### config.mk
export PLATFORM = sky130hd
export DESIGN_NAME = rvh_l1d_amo_exec
export DESIGN_NICKNAME = d
export VERILOG_FILES = /design/src/rtl/rvh_l1d_amo_exec.sv
export SDC_FILE = /design/constraint.sdc
export NUM_CORES = 1
export LEC_CHECK = 0
export ABC_AREA = 1
export CAP_MARGIN = 10
export CORE_MARGIN = 1.5
export CORE_UTILIZATION = 25
export CTS_CLUSTER_SIZE = 28
export DETAILED_ROUTE_END_ITERATION = 12
export PLACE_DENSITY = 0.57
export SLEW_MARGIN = 20
export SYNTH_ARGS = -nofsm -noshare
export SYNTH_HDL_FRONTEND = slang
export SYNTH_SLANG_ARGS = --single-unit
### constraint.sdc
create_clock -name clk -period 6.65 [get_ports clk]
set_clock_uncertainty 0.05 [all_clocks]
set_input_delay 1.33 -clock clk [delete_from_list [all_inputs] [get_ports clk]]
set_output_delay 1.33 -clock clk [all_outputs]
set_load 0.01 [all_outputs]
### src/rtl/rvh_l1d_amo_exec.sv
// Bank-side LR/SC/AMO executor: one request in flight, read -> ALU -> write -> ROB writeback.
// Optional RVH_L1D_AMO_EXEC_ALU_PIPE_EN registers the ALU result in an extra ALU state.
module rvh_l1d_amo_exec #(
  parameter int XLEN           = 64,
  parameter int PADDR_WIDTH    = 56,
  parameter int ROB_TAG_WIDTH  = 7,
  parameter int PREG_TAG_WIDTH = 7,
  parameter int STU_OP_WIDTH   = 5
) (
  input  logic                      clk,
  input  logic                      rst,
  input  logic                      amo_req_vld_i,
  output logic                      amo_req_rdy_o,
  input  logic [ROB_TAG_WIDTH-1:0]  amo_req_rob_tag_i,
  input  logic [PREG_TAG_WIDTH-1:0] amo_req_prd_i,
  input  logic [STU_OP_WIDTH-1:0]   amo_req_opcode_i,
  input  logic [PADDR_WIDTH-1:0]    amo_req_paddr_i,
  input  logic [XLEN-1:0]           amo_req_data_i,
  input  logic                      amo_req_sc_rt_check_succ_i,
  output logic                      bank_rd_req_vld_o,
  input  logic                      bank_rd_req_rdy_i,
  output logic [PADDR_WIDTH-1:0]    bank_rd_req_paddr_o,
  input  logic                      bank_rd_resp_vld_i,
  input  logic [XLEN-1:0]           bank_rd_resp_data_i,
  output logic                      bank_wr_req_vld_o,
  input  logic                      bank_wr_req_rdy_i,
  output logic [PADDR_WIDTH-1:0]    bank_wr_req_paddr_o,
  output logic [XLEN-1:0]           bank_wr_req_data_o,
  output logic [XLEN/8-1:0]         bank_wr_req_byte_mask_o,
  output logic                      rob_wb_vld_o,
  output logic [ROB_TAG_WIDTH-1:0]  rob_wb_rob_tag_o,
  output logic [PREG_TAG_WIDTH-1:0] rob_wb_prd_o,
  output logic [XLEN-1:0]           rob_wb_data_o,
  output logic                      busy_o
);

  localparam int MASK_W = XLEN / 8;

  // STU opcode encodings; odd codes are the doubleword variants.
  localparam logic [STU_OP_WIDTH-1:0] STU_LRW      = 5'd4;
  localparam logic [STU_OP_WIDTH-1:0] STU_LRD      = 5'd5;
  localparam logic [STU_OP_WIDTH-1:0] STU_SCW      = 5'd6;
  localparam logic [STU_OP_WIDTH-1:0] STU_SCD      = 5'd7;
  localparam logic [STU_OP_WIDTH-1:0] STU_AMOSWAPW = 5'd8;
  localparam logic [STU_OP_WIDTH-1:0] STU_AMOSWAPD = 5'd9;
  localparam logic [STU_OP_WIDTH-1:0] STU_AMOADDW  = 5'd10;
  localparam logic [STU_OP_WIDTH-1:0] STU_AMOADDD  = 5'd11;
  localparam logic [STU_OP_WIDTH-1:0] STU_AMOANDW  = 5'd12;
  localparam logic [STU_OP_WIDTH-1:0] STU_AMOANDD  = 5'd13;
  localparam logic [STU_OP_WIDTH-1:0] STU_AMOORW   = 5'd14;
  localparam logic [STU_OP_WIDTH-1:0] STU_AMOORD   = 5'd15;
  localparam logic [STU_OP_WIDTH-1:0] STU_AMOXORW  = 5'd16;
  localparam logic [STU_OP_WIDTH-1:0] STU_AMOXORD  = 5'd17;
  localparam logic [STU_OP_WIDTH-1:0] STU_AMOMAXW  = 5'd18;
  localparam logic [STU_OP_WIDTH-1:0] STU_AMOMAXD  = 5'd19;
  localparam logic [STU_OP_WIDTH-1:0] STU_AMOMAXUW = 5'd20;
  localparam logic [STU_OP_WIDTH-1:0] STU_AMOMAXUD = 5'd21;
  localparam logic [STU_OP_WIDTH-1:0] STU_AMOMINW  = 5'd22;
  localparam logic [STU_OP_WIDTH-1:0] STU_AMOMIND  = 5'd23;
  localparam logic [STU_OP_WIDTH-1:0] STU_AMOMINUW = 5'd24;
  localparam logic [STU_OP_WIDTH-1:0] STU_AMOMINUD = 5'd25;

  typedef enum logic [2:0] {
    S_IDLE, S_RD_REQ, S_RD_WAIT, S_ALU, S_WR_REQ, S_RESP
  } state_e;

  typedef enum logic [3:0] {
    ALU_SWAP, ALU_ADD, ALU_AND, ALU_OR, ALU_XOR,
    ALU_MAX, ALU_MAXU, ALU_MIN, ALU_MINU
  } alu_op_e;

  state_e                    state_q, state_d;
  logic [ROB_TAG_WIDTH-1:0]  rob_tag_q;
  logic [PREG_TAG_WIDTH-1:0] prd_q;
  logic                      is_lr_q, is_sc_q, is_word_q, sc_succ_q;
  alu_op_e                   alu_op_q;
  logic [PADDR_WIDTH-1:2]    paddr_q;
  logic [XLEN-1:0]           rs2_q, old_q;

  logic    req_hs;
  logic    dec_is_lr, dec_is_sc;
  alu_op_e dec_alu;

  assign req_hs = amo_req_vld_i & amo_req_rdy_o;

  always_comb begin
    dec_is_lr = (amo_req_opcode_i == STU_LRW) || (amo_req_opcode_i == STU_LRD);
    dec_is_sc = (amo_req_opcode_i == STU_SCW) || (amo_req_opcode_i == STU_SCD);
    dec_alu   = ALU_SWAP;
    case (amo_req_opcode_i)
      STU_AMOADDW,  STU_AMOADDD:  dec_alu = ALU_ADD;
      STU_AMOANDW,  STU_AMOANDD:  dec_alu = ALU_AND;
      STU_AMOORW,   STU_AMOORD:   dec_alu = ALU_OR;
      STU_AMOXORW,  STU_AMOXORD:  dec_alu = ALU_XOR;
      STU_AMOMAXW,  STU_AMOMAXD:  dec_alu = ALU_MAX;
      STU_AMOMAXUW, STU_AMOMAXUD: dec_alu = ALU_MAXU;
      STU_AMOMINW,  STU_AMOMIND:  dec_alu = ALU_MIN;
      STU_AMOMINUW, STU_AMOMINUD: dec_alu = ALU_MINU;
      default:                    dec_alu = ALU_SWAP;
    endcase
  end

  // Word ops are sign-extended to XLEN so a single set of compares serves W and D;
  // sign extension preserves unsigned 32-bit ordering as well.
  logic            lane;
  logic [31:0]     old_w;
  logic [XLEN-1:0] op_a, op_b, alu_new, wr_src;
  logic            slt, ult;

  assign lane  = paddr_q[2];
  assign old_w = lane ? old_q[63:32] : old_q[31:0];
  assign op_a  = is_word_q ? {{(XLEN-32){old_w[31]}}, old_w} : old_q;
  assign op_b  = is_word_q ? {{(XLEN-32){rs2_q[31]}}, rs2_q[31:0]} : rs2_q;
  assign slt   = $signed(op_a) < $signed(op_b);
  assign ult   = op_a < op_b;

  always_comb begin
    alu_new = op_b;
    case (alu_op_q)
      ALU_SWAP: alu_new = op_b;
      ALU_ADD:  alu_new = op_a + op_b;
      ALU_AND:  alu_new = op_a & op_b;
      ALU_OR:   alu_new = op_a | op_b;
      ALU_XOR:  alu_new = op_a ^ op_b;
      ALU_MAX:  alu_new = slt ? op_b : op_a;
      ALU_MAXU: alu_new = ult ? op_b : op_a;
      ALU_MIN:  alu_new = slt ? op_a : op_b;
      ALU_MINU: alu_new = ult ? op_a : op_b;
      default:  alu_new = op_b;
    endcase
  end

`ifdef RVH_L1D_AMO_EXEC_ALU_PIPE_EN
  logic [XLEN-1:0] new_q;
  always_ff @(posedge clk or posedge rst) begin
    if (rst)                   new_q <= '0;
    else if (state_q == S_ALU) new_q <= alu_new;
  end
  assign wr_src = is_sc_q ? rs2_q : new_q;
`else
  assign wr_src = is_sc_q ? rs2_q : alu_new;
`endif

  always_comb begin
    state_d = state_q;
    case (state_q)
      S_IDLE:
        if (amo_req_vld_i) begin
          if (dec_is_sc) state_d = amo_req_sc_rt_check_succ_i ? S_WR_REQ : S_RESP;
          else           state_d = S_RD_REQ;
        end
      S_RD_REQ:  if (bank_rd_req_rdy_i) state_d = S_RD_WAIT;
      S_RD_WAIT:
        if (bank_rd_resp_vld_i) begin
`ifdef RVH_L1D_AMO_EXEC_ALU_PIPE_EN
          state_d = is_lr_q ? S_RESP : S_ALU;
`else
          state_d = is_lr_q ? S_RESP : S_WR_REQ;
`endif
        end
      S_ALU:     state_d = S_WR_REQ;
      S_WR_REQ:  if (bank_wr_req_rdy_i) state_d = S_RESP;
      S_RESP:    state_d = S_IDLE;
      default:   state_d = S_IDLE;
    endcase
  end

  always_ff @(posedge clk or posedge rst) begin
    if (rst) state_q <= S_IDLE;
    else     state_q <= state_d;
  end

  always_ff @(posedge clk or posedge rst) begin
    if (rst) begin
      rob_tag_q <= '0;
      prd_q     <= '0;
      is_lr_q   <= 1'b0;
      is_sc_q   <= 1'b0;
      is_word_q <= 1'b0;
      sc_succ_q <= 1'b0;
      alu_op_q  <= ALU_SWAP;
      paddr_q   <= '0;
      rs2_q     <= '0;
      old_q     <= '0;
    end else begin
      if (req_hs) begin
        rob_tag_q <= amo_req_rob_tag_i;
        prd_q     <= amo_req_prd_i;
        is_lr_q   <= dec_is_lr;
        is_sc_q   <= dec_is_sc;
        is_word_q <= ~amo_req_opcode_i[0];
        sc_succ_q <= amo_req_sc_rt_check_succ_i;
        alu_op_q  <= dec_alu;
        paddr_q   <= amo_req_paddr_i[PADDR_WIDTH-1:2];
        rs2_q     <= amo_req_data_i;
      end
      if (state_q == S_RD_WAIT && bank_rd_resp_vld_i) old_q <= bank_rd_resp_data_i;
    end
  end

  logic [PADDR_WIDTH-1:0] dw_addr;
  logic [XLEN-1:0]        wr_data, wb_data;
  logic [MASK_W-1:0]      wr_mask;

  assign dw_addr = {paddr_q[PADDR_WIDTH-1:3], 3'b000};
  assign wr_data = is_word_q ? {2{wr_src[31:0]}} : wr_src;
  assign wr_mask = !is_word_q ? {MASK_W{1'b1}} :
                   lane       ? {{(MASK_W/2){1'b1}}, {(MASK_W/2){1'b0}}} :
                                {{(MASK_W/2){1'b0}}, {(MASK_W/2){1'b1}}};
  assign wb_data = is_sc_q ? {{(XLEN-1){1'b0}}, ~sc_succ_q} : op_a;

  assign amo_req_rdy_o     = (state_q == S_IDLE);
  assign busy_o            = (state_q != S_IDLE);
  assign bank_rd_req_vld_o = (state_q == S_RD_REQ);
  assign bank_wr_req_vld_o = (state_q == S_WR_REQ);
  assign rob_wb_vld_o      = (state_q == S_RESP);

  // Payloads are forced to zero outside their valid cycle so idle outputs stay quiet.
  assign bank_rd_req_paddr_o     = bank_rd_req_vld_o ? dw_addr : '0;
  assign bank_wr_req_paddr_o     = bank_wr_req_vld_o ? dw_addr : '0;
  assign bank_wr_req_data_o      = bank_wr_req_vld_o ? wr_data : '0;
  assign bank_wr_req_byte_mask_o = bank_wr_req_vld_o ? wr_mask : '0;
  assign rob_wb_rob_tag_o        = rob_wb_vld_o ? rob_tag_q : '0;
  assign rob_wb_prd_o            = rob_wb_vld_o ? prd_q : '0;
  assign rob_wb_data_o           = rob_wb_vld_o ? wb_data : '0;

`ifndef SYNTHESIS
  always @(posedge clk) begin
    if (!rst && req_hs) begin
      assert (amo_req_opcode_i inside {[STU_LRW:STU_AMOMINUD]});
      assert (amo_req_opcode_i[0] ? (amo_req_paddr_i[2:0] == 3'b000)
                                  : (amo_req_paddr_i[1:0] == 2'b00));
    end
  end
`endif

endmodule

**After elaboration in Yosys (flattened, before gate mapping)**

Memory sizes are Yosys's and may differ from the RTL's. A register that Yosys moved wholly into a read port is not among the register bits.
Index checks and enable logic that the tools add are counted.

- Logic and storage cells: 75
- Output and inout port bits: 267
- Memories kept: 1
- Input bits: 210
- Register bits after elaboration: 203
- Bits in read-only memories: 128

- $lt $le $gt $ge: 2
- Reduce and logical (&&, ||, !) cells: 6
- Bitwise logic cells: 6
- Eq/ne operators: 21
- Multiplexer cells: 28
- $add $sub $neg: 1

Memory list:

| memory | words | bits a word | rd ports | clocked after Yosys merged registers in | wr ports | RTL line | text |
|---|---|---|---|---|---|---|---|
| (no name shown) | 32 | 4 | 1 | 1 | 0 | 90 | `case (amo_req_opcode_i)` |

Operator list:

| operator | number |
|---|---|
| two-way mux 64 bit | 11 |
| one-hot mux 64 bit (8 select lines) | 1 |
| less-than comparator 64 bit | 2 |
| two-way mux 56 bit | 2 |
| adder 64 bit | 1 |
| bitwise AND 64 bit | 1 |
| OR 64 bit | 1 |
| XOR 64 bit | 1 |
| two-way mux 32 bit | 1 |
| two-way mux 8 bit | 3 |
| equality test 5 x 3 -> 1 bit, second input constant | 4 |
| equality test 4 x 3 -> 1 bit, second input constant | 4 |
| two-way mux 3 bit | 5 |
| one-hot mux 3 bit (5 select lines) | 1 |
| two-way mux 7 bit | 2 |
| equality test 4 x 2 -> 1 bit, second input constant | 2 |
| equality test 3 x 2 -> 1 bit, second input constant | 2 |
| equality test 3 bit, second input constant | 2 |
| equality test 4 x 1 -> 1 bit, second input constant | 1 |
| equality test 4 bit, second input constant | 1 |
| != test 2 x 1 -> 1 bit, second input constant | 2 |
| != test 2 bit, second input constant | 2 |
| AND reduction 4 bit | 1 |
| equality test 3 x 1 -> 1 bit, second input constant | 1 |
| other kinds (7) | 10 |

**Depth between registers and ports, before layout**

- Word-level depth: 8
- Depth in mapped cells: 31

**Worst setup path after synthesis**

OpenSTA, ideal clock, no wires.

- Kind: reg-to-output
- From: reg is_word_q
- To: out bank_wr_req_data_o[39]
- Data arrival time: 3.715 ns
- Stages on the path, launching flop included: 27
- Slack: 1.555 ns
- Required time: 5.270 ns
- Cells stage by stage: dfrtp_1 > clkbuf_1 > inv_2 > nor2_1 > clkbuf_1 > inv_1 > o21ai_0 > inv_1 > ha_1 > inv_2 > nand4_1 > nor2_2 > nand2_2 > nor2_2 > and3_1 > nand2_2 > nand3_1 > nand2_2 > buf_6 > buf_4 > nand2_1 > nand3_1 > nand3_1 > nand2_1 > nand2_1 > nand2_1 > nor2_1

- Cells in the longest elaborated chain, start to end: 7
- Elaborated cells between the ends (all ways): 16
- Those cells by class: add/sub (1); order compare (2); mux (10); bitwise (3)

Ends and longest elaborated chain:

| item | RTL line | text |
|---|---|---|
| from (decl) | 75 | `logic is_lr_q, is_sc_q, is_word_q, sc_succ_q;` |
| from (signal assigned) | 191 | `is_word_q <= ~amo_req_opcode_i[0];` |
| two-way mux 64 bit, on equally long branches | 112, 113 |  |
| less-than comparator 64 bit, on equally long branches | 115, 114 |  |
| two-way mux 64 bit, on equally long branches | - |  |
| one-hot mux 64 bit (8 select lines) | 119 | `case (alu_op_q)` |
| two-way mux 64 bit | 141 | `assign wr_src = is_sc_q ? rs2_q : alu_new;` |
| two-way mux 64 bit (*) | 206 | `assign wr_data = is_word_q ? {2{wr_src[31:0]}} : wr_src;` |
| two-way mux 64 bit (*) | 221 | `assign bank_wr_req_data_o = bank_wr_req_vld_o ? wr_data : '0;` |
| to (decl) | 28 | `output logic [XLEN-1:0] bank_wr_req_data_o,` |

Every way passes the cells marked *; elsewhere a longest branch is shown, timed or not.

**Worst setup path after layout**

- From: reg is_word_q
- To: out bank_wr_req_data_o[51]

Same word-level chain as after synthesis.

==> impl_metrics.tcl <==
set metrics [dict create \
    cp.arrival_ns 5.43 \
    netlist_instances 4211 \
    finalSetupViolations 13 \
    drive_above_1_share_pct 11.5 \
    cp-startpoint "is_word_q$_DFFE_PP0P_" \
    die_area_sq_um 99500 \
    cp_common_cell "nand2_1" \
    synthArstFlopShare_pct 100 \
    cts.sinks 207 \
    final_cell_mix "nand2_1 (1,115), nor2_1 (561), inv_1 (560)" \
    period_minus_slack_ns 6.81 \
    netlist_area_sq_um 24400 \
    row_count 114 \
    fill_cells 10721 \
    synth_fa_ha_area_share_pct 9.93 \
    worstSetupStartpointType "flop" \
    cts_made_buffers 27 \
    maxCapViolCount 0 \
    syn_area_per_cell_sq_um 5.79 \
    slew_headroom_pct 29.2 \
    place_ws_ns -0.124 \
    routedWlPerCell_um 22.2 \
    cp-endpoint "bank_wr_req_data_o[51]" \
    ys_types 47 \
    hold_class "flop to flop" \
    hold_ws_ns 0.448 \
    drtIter0Drc 3480 \
    vias 30652 \
    ff2ff_setup_slack_ns 3.78 \
    synthMuxAreaShare_pct 2.12 \
    grt_max_degree 158 \
    yosys.area_share.simple_pct 38.3 \
    outcome "finished with violations" \
    path_class "flop to output port" \
    cp_slowest_stage_delay_ns 0.57 \
    grt_first_pass_wirelength_um 192000 \
    grt_overflow 0 \
    dp_hpwl_um 110000 \
    violations "setup timing" \
    worstMarginPinSlew_ns 1.06 \
    synth-compound-area-share_pct 15.4 \
    rsz0062_at_grt "true" \
    timing.critical_path.slowest_stage_cell "clkdlybuf4s50_1" \
    layout_commonest_cell "nand2_1" \
    viasPerCell 5.02 \
    final_nets 5209 \
    antenna_found_initial 3 \
    synth_edf_count 0 \
    die_x_um 315 \
    synth_xor_area_share_pct 0.0718 \
    setup_ws_ns -0.159 \
    crit_required_ns 5.27 \
    slew_violations 0 \
    pin_count 477 \
    fp.dieH_um 315 \
    drc 0 \
    wl_um 136000 \
    grt_pass1_vias 28494 \
    detail_route.first_pass.iterations 8 \
    ys.flop_type "dfrtp_1" \
    place_congestion 1.00 \
    reg2reg_to "rs2_q[32]$_DFFE_PP0P_" \
    crit_fanout 10 \
    r2r_start "state_q[1]$_DFFE_PP0P_" \
    clock.fmax_ghz 0.147 \
    clockBufferDepth 3 \
    clk_latency_ns 0.61 \
    antenna_left 0 \
    final.period_utilization_pct 102 \
    htree_levels 1 \
    syn_to_final_growth_pct 38.5 \
    cts_tree "built" \
    start_util_pct 25.2 \
    reg2regPathDepth 9 \
    root_buffer "clkbuf_16" \
    cp-end-kind "output port" \
    path_clk_slew_ns 0.06 \
    ys_seq_area_share_pct 21.2 \
    finalSetupTns_ns -1.23 \
    synth_top_family_by_area "simple AND/OR/NAND/NOR gates" \
    grt_usage_pct 26.2 \
    core-area_sq_um 96700 \
    port-buffer-count 468 \
    cts_hold_buf 0 \
    yosys_warnings 0 \
    final_hold_viol_count 0 \
    ys_ff_latch 207 \
]
==> critical path: cells and delay by family, from the launching register on <==
family / cells / cell delay [ns]
DFF: 1 / 0.45
buffers and inverters: 6 / 1.48
adders and majority gates: 1 / 0.22
and+or+nand+nor: 17 / 2.26
AOI/OAI and AO/OA: 3 / 0.43
==> kinds of logic (layout without fill, tap and decap cells) <==
family / Yosys count / after routing
AOI/OAI and AO/OA: 702 / 702
buffers and inverters: 791 / 1400
muxes: 46 / 46
other: 1 / 8
xor gates and xnor gates: 2 / 2
DFF: 207 / 207
and+or+nand+nor: 2269 / 2271
adders and majority gates: 193 / 193
==> cells in the mapped netlist, types with 7 or more instances <==
library cell	count	share of area, %
a211oi_1	31	0.95
a21oi_1	255	5.2
a221oi_1	8	0.29
buf_1	14	0.22
buf_2	28	0.57
buf_4	21	0.65
buf_6	8	0.37
clkbuf_1	142	2.2
dfrtp_1	207	21
ha_1	192	9.8
inv_1	568	8.7
inv_2	7	0.11
mux2_2	46	2.1
nand2_1	1144	18
nand2_2	7	0.18
nand3_1	452	9.3
nand4_1	20	0.51
nor2_1	574	8.8
nor3_1	31	0.64
o21a_1	13	0.40
o21ai_0	303	6.2
o21ai_1	38	0.78
o21bai_1	8	0.25
o22ai_1	27	0.69
or2_2	20	0.51
==> layer usage <==
layer  vias to the layer above  track usage (%)  share of wire [%]
met5                         -                0                  0
met2                      1559             41.4                 44
met1                     14253             33.2                 40
met4                         0             15.5                6.8
li1                      14581                -                  -
met3                       259             4.79                8.9
==> sequential cells by signal, summed over array words and instances (netlist names) <==
name,count
old_q,64
rs2_q,64
paddr_q,54
prd_q,7
rob_tag_q,7
alu_op_q,4
state_q,3
is_lr_q,1
is_sc_q,1
is_word_q,1
sc_succ_q,1
==> cell type report <==
class                      instances  area [sq um]  share of cell area (%)
tap                             1276          1600                    4.72
sequential                       207          5180                    15.3
inverter                         577          2180                    6.44
clock inverter                    13           151                   0.448
timing repair buffer             773          7280                    21.5
clock buffer                      37           743                    2.20
antenna                            2          5.00                  0.0148
multi-input combinational       3220         16700                    49.3
==> how the worst min path moves through the flow <==
stage | start | to | depth (start not counted)
floorplan | sc_succ_q$_DFFE_PP0P_ | sc_succ_q$_DFFE_PP0P_ | 2
global placement | sc_succ_q$_DFFE_PP0P_ | sc_succ_q$_DFFE_PP0P_ | 2
detailed placement | sc_succ_q$_DFFE_PP0P_ | sc_succ_q$_DFFE_PP0P_ | 2
CTS | sc_succ_q$_DFFE_PP0P_ | sc_succ_q$_DFFE_PP0P_ | 2
global route | old_q[13]$_DFFE_PP0P_ | old_q[13]$_DFFE_PP0P_ | 1
finish | old_q[0]$_DFFE_PP0P_ | old_q[0]$_DFFE_PP0P_ | 1
==> metrics by stage <==
stage | instance area, sq um | instances | utilization (%)
floorplan | 24400 | 4216 | -
global placement | 32200 | 6044 | 33.3
detailed placement | 32200 | 6044 | 33.3
CTS | 33500 | 6100 | 34.6
global route | 33800 | 6103 | 34.9
finish | 33800 | 6105 | 34.9
==> timing repair <==
| action | 4_1_cts | 5_1_grt |
|---|---|---|
| setup buffers | 5 | 2 |
| endpoints found under the setup margin | 64 | 64 |
| cloned | 1 | 1 |
| gates resized for setup | 101 | 86 |
| endpoints found under the hold margin | 0 | 0 |
| pin swaps | 4 | 5 |
Power is not shown: default switching activity piles up to over one toggle a cycle in this logic, so the estimate is an artifact.
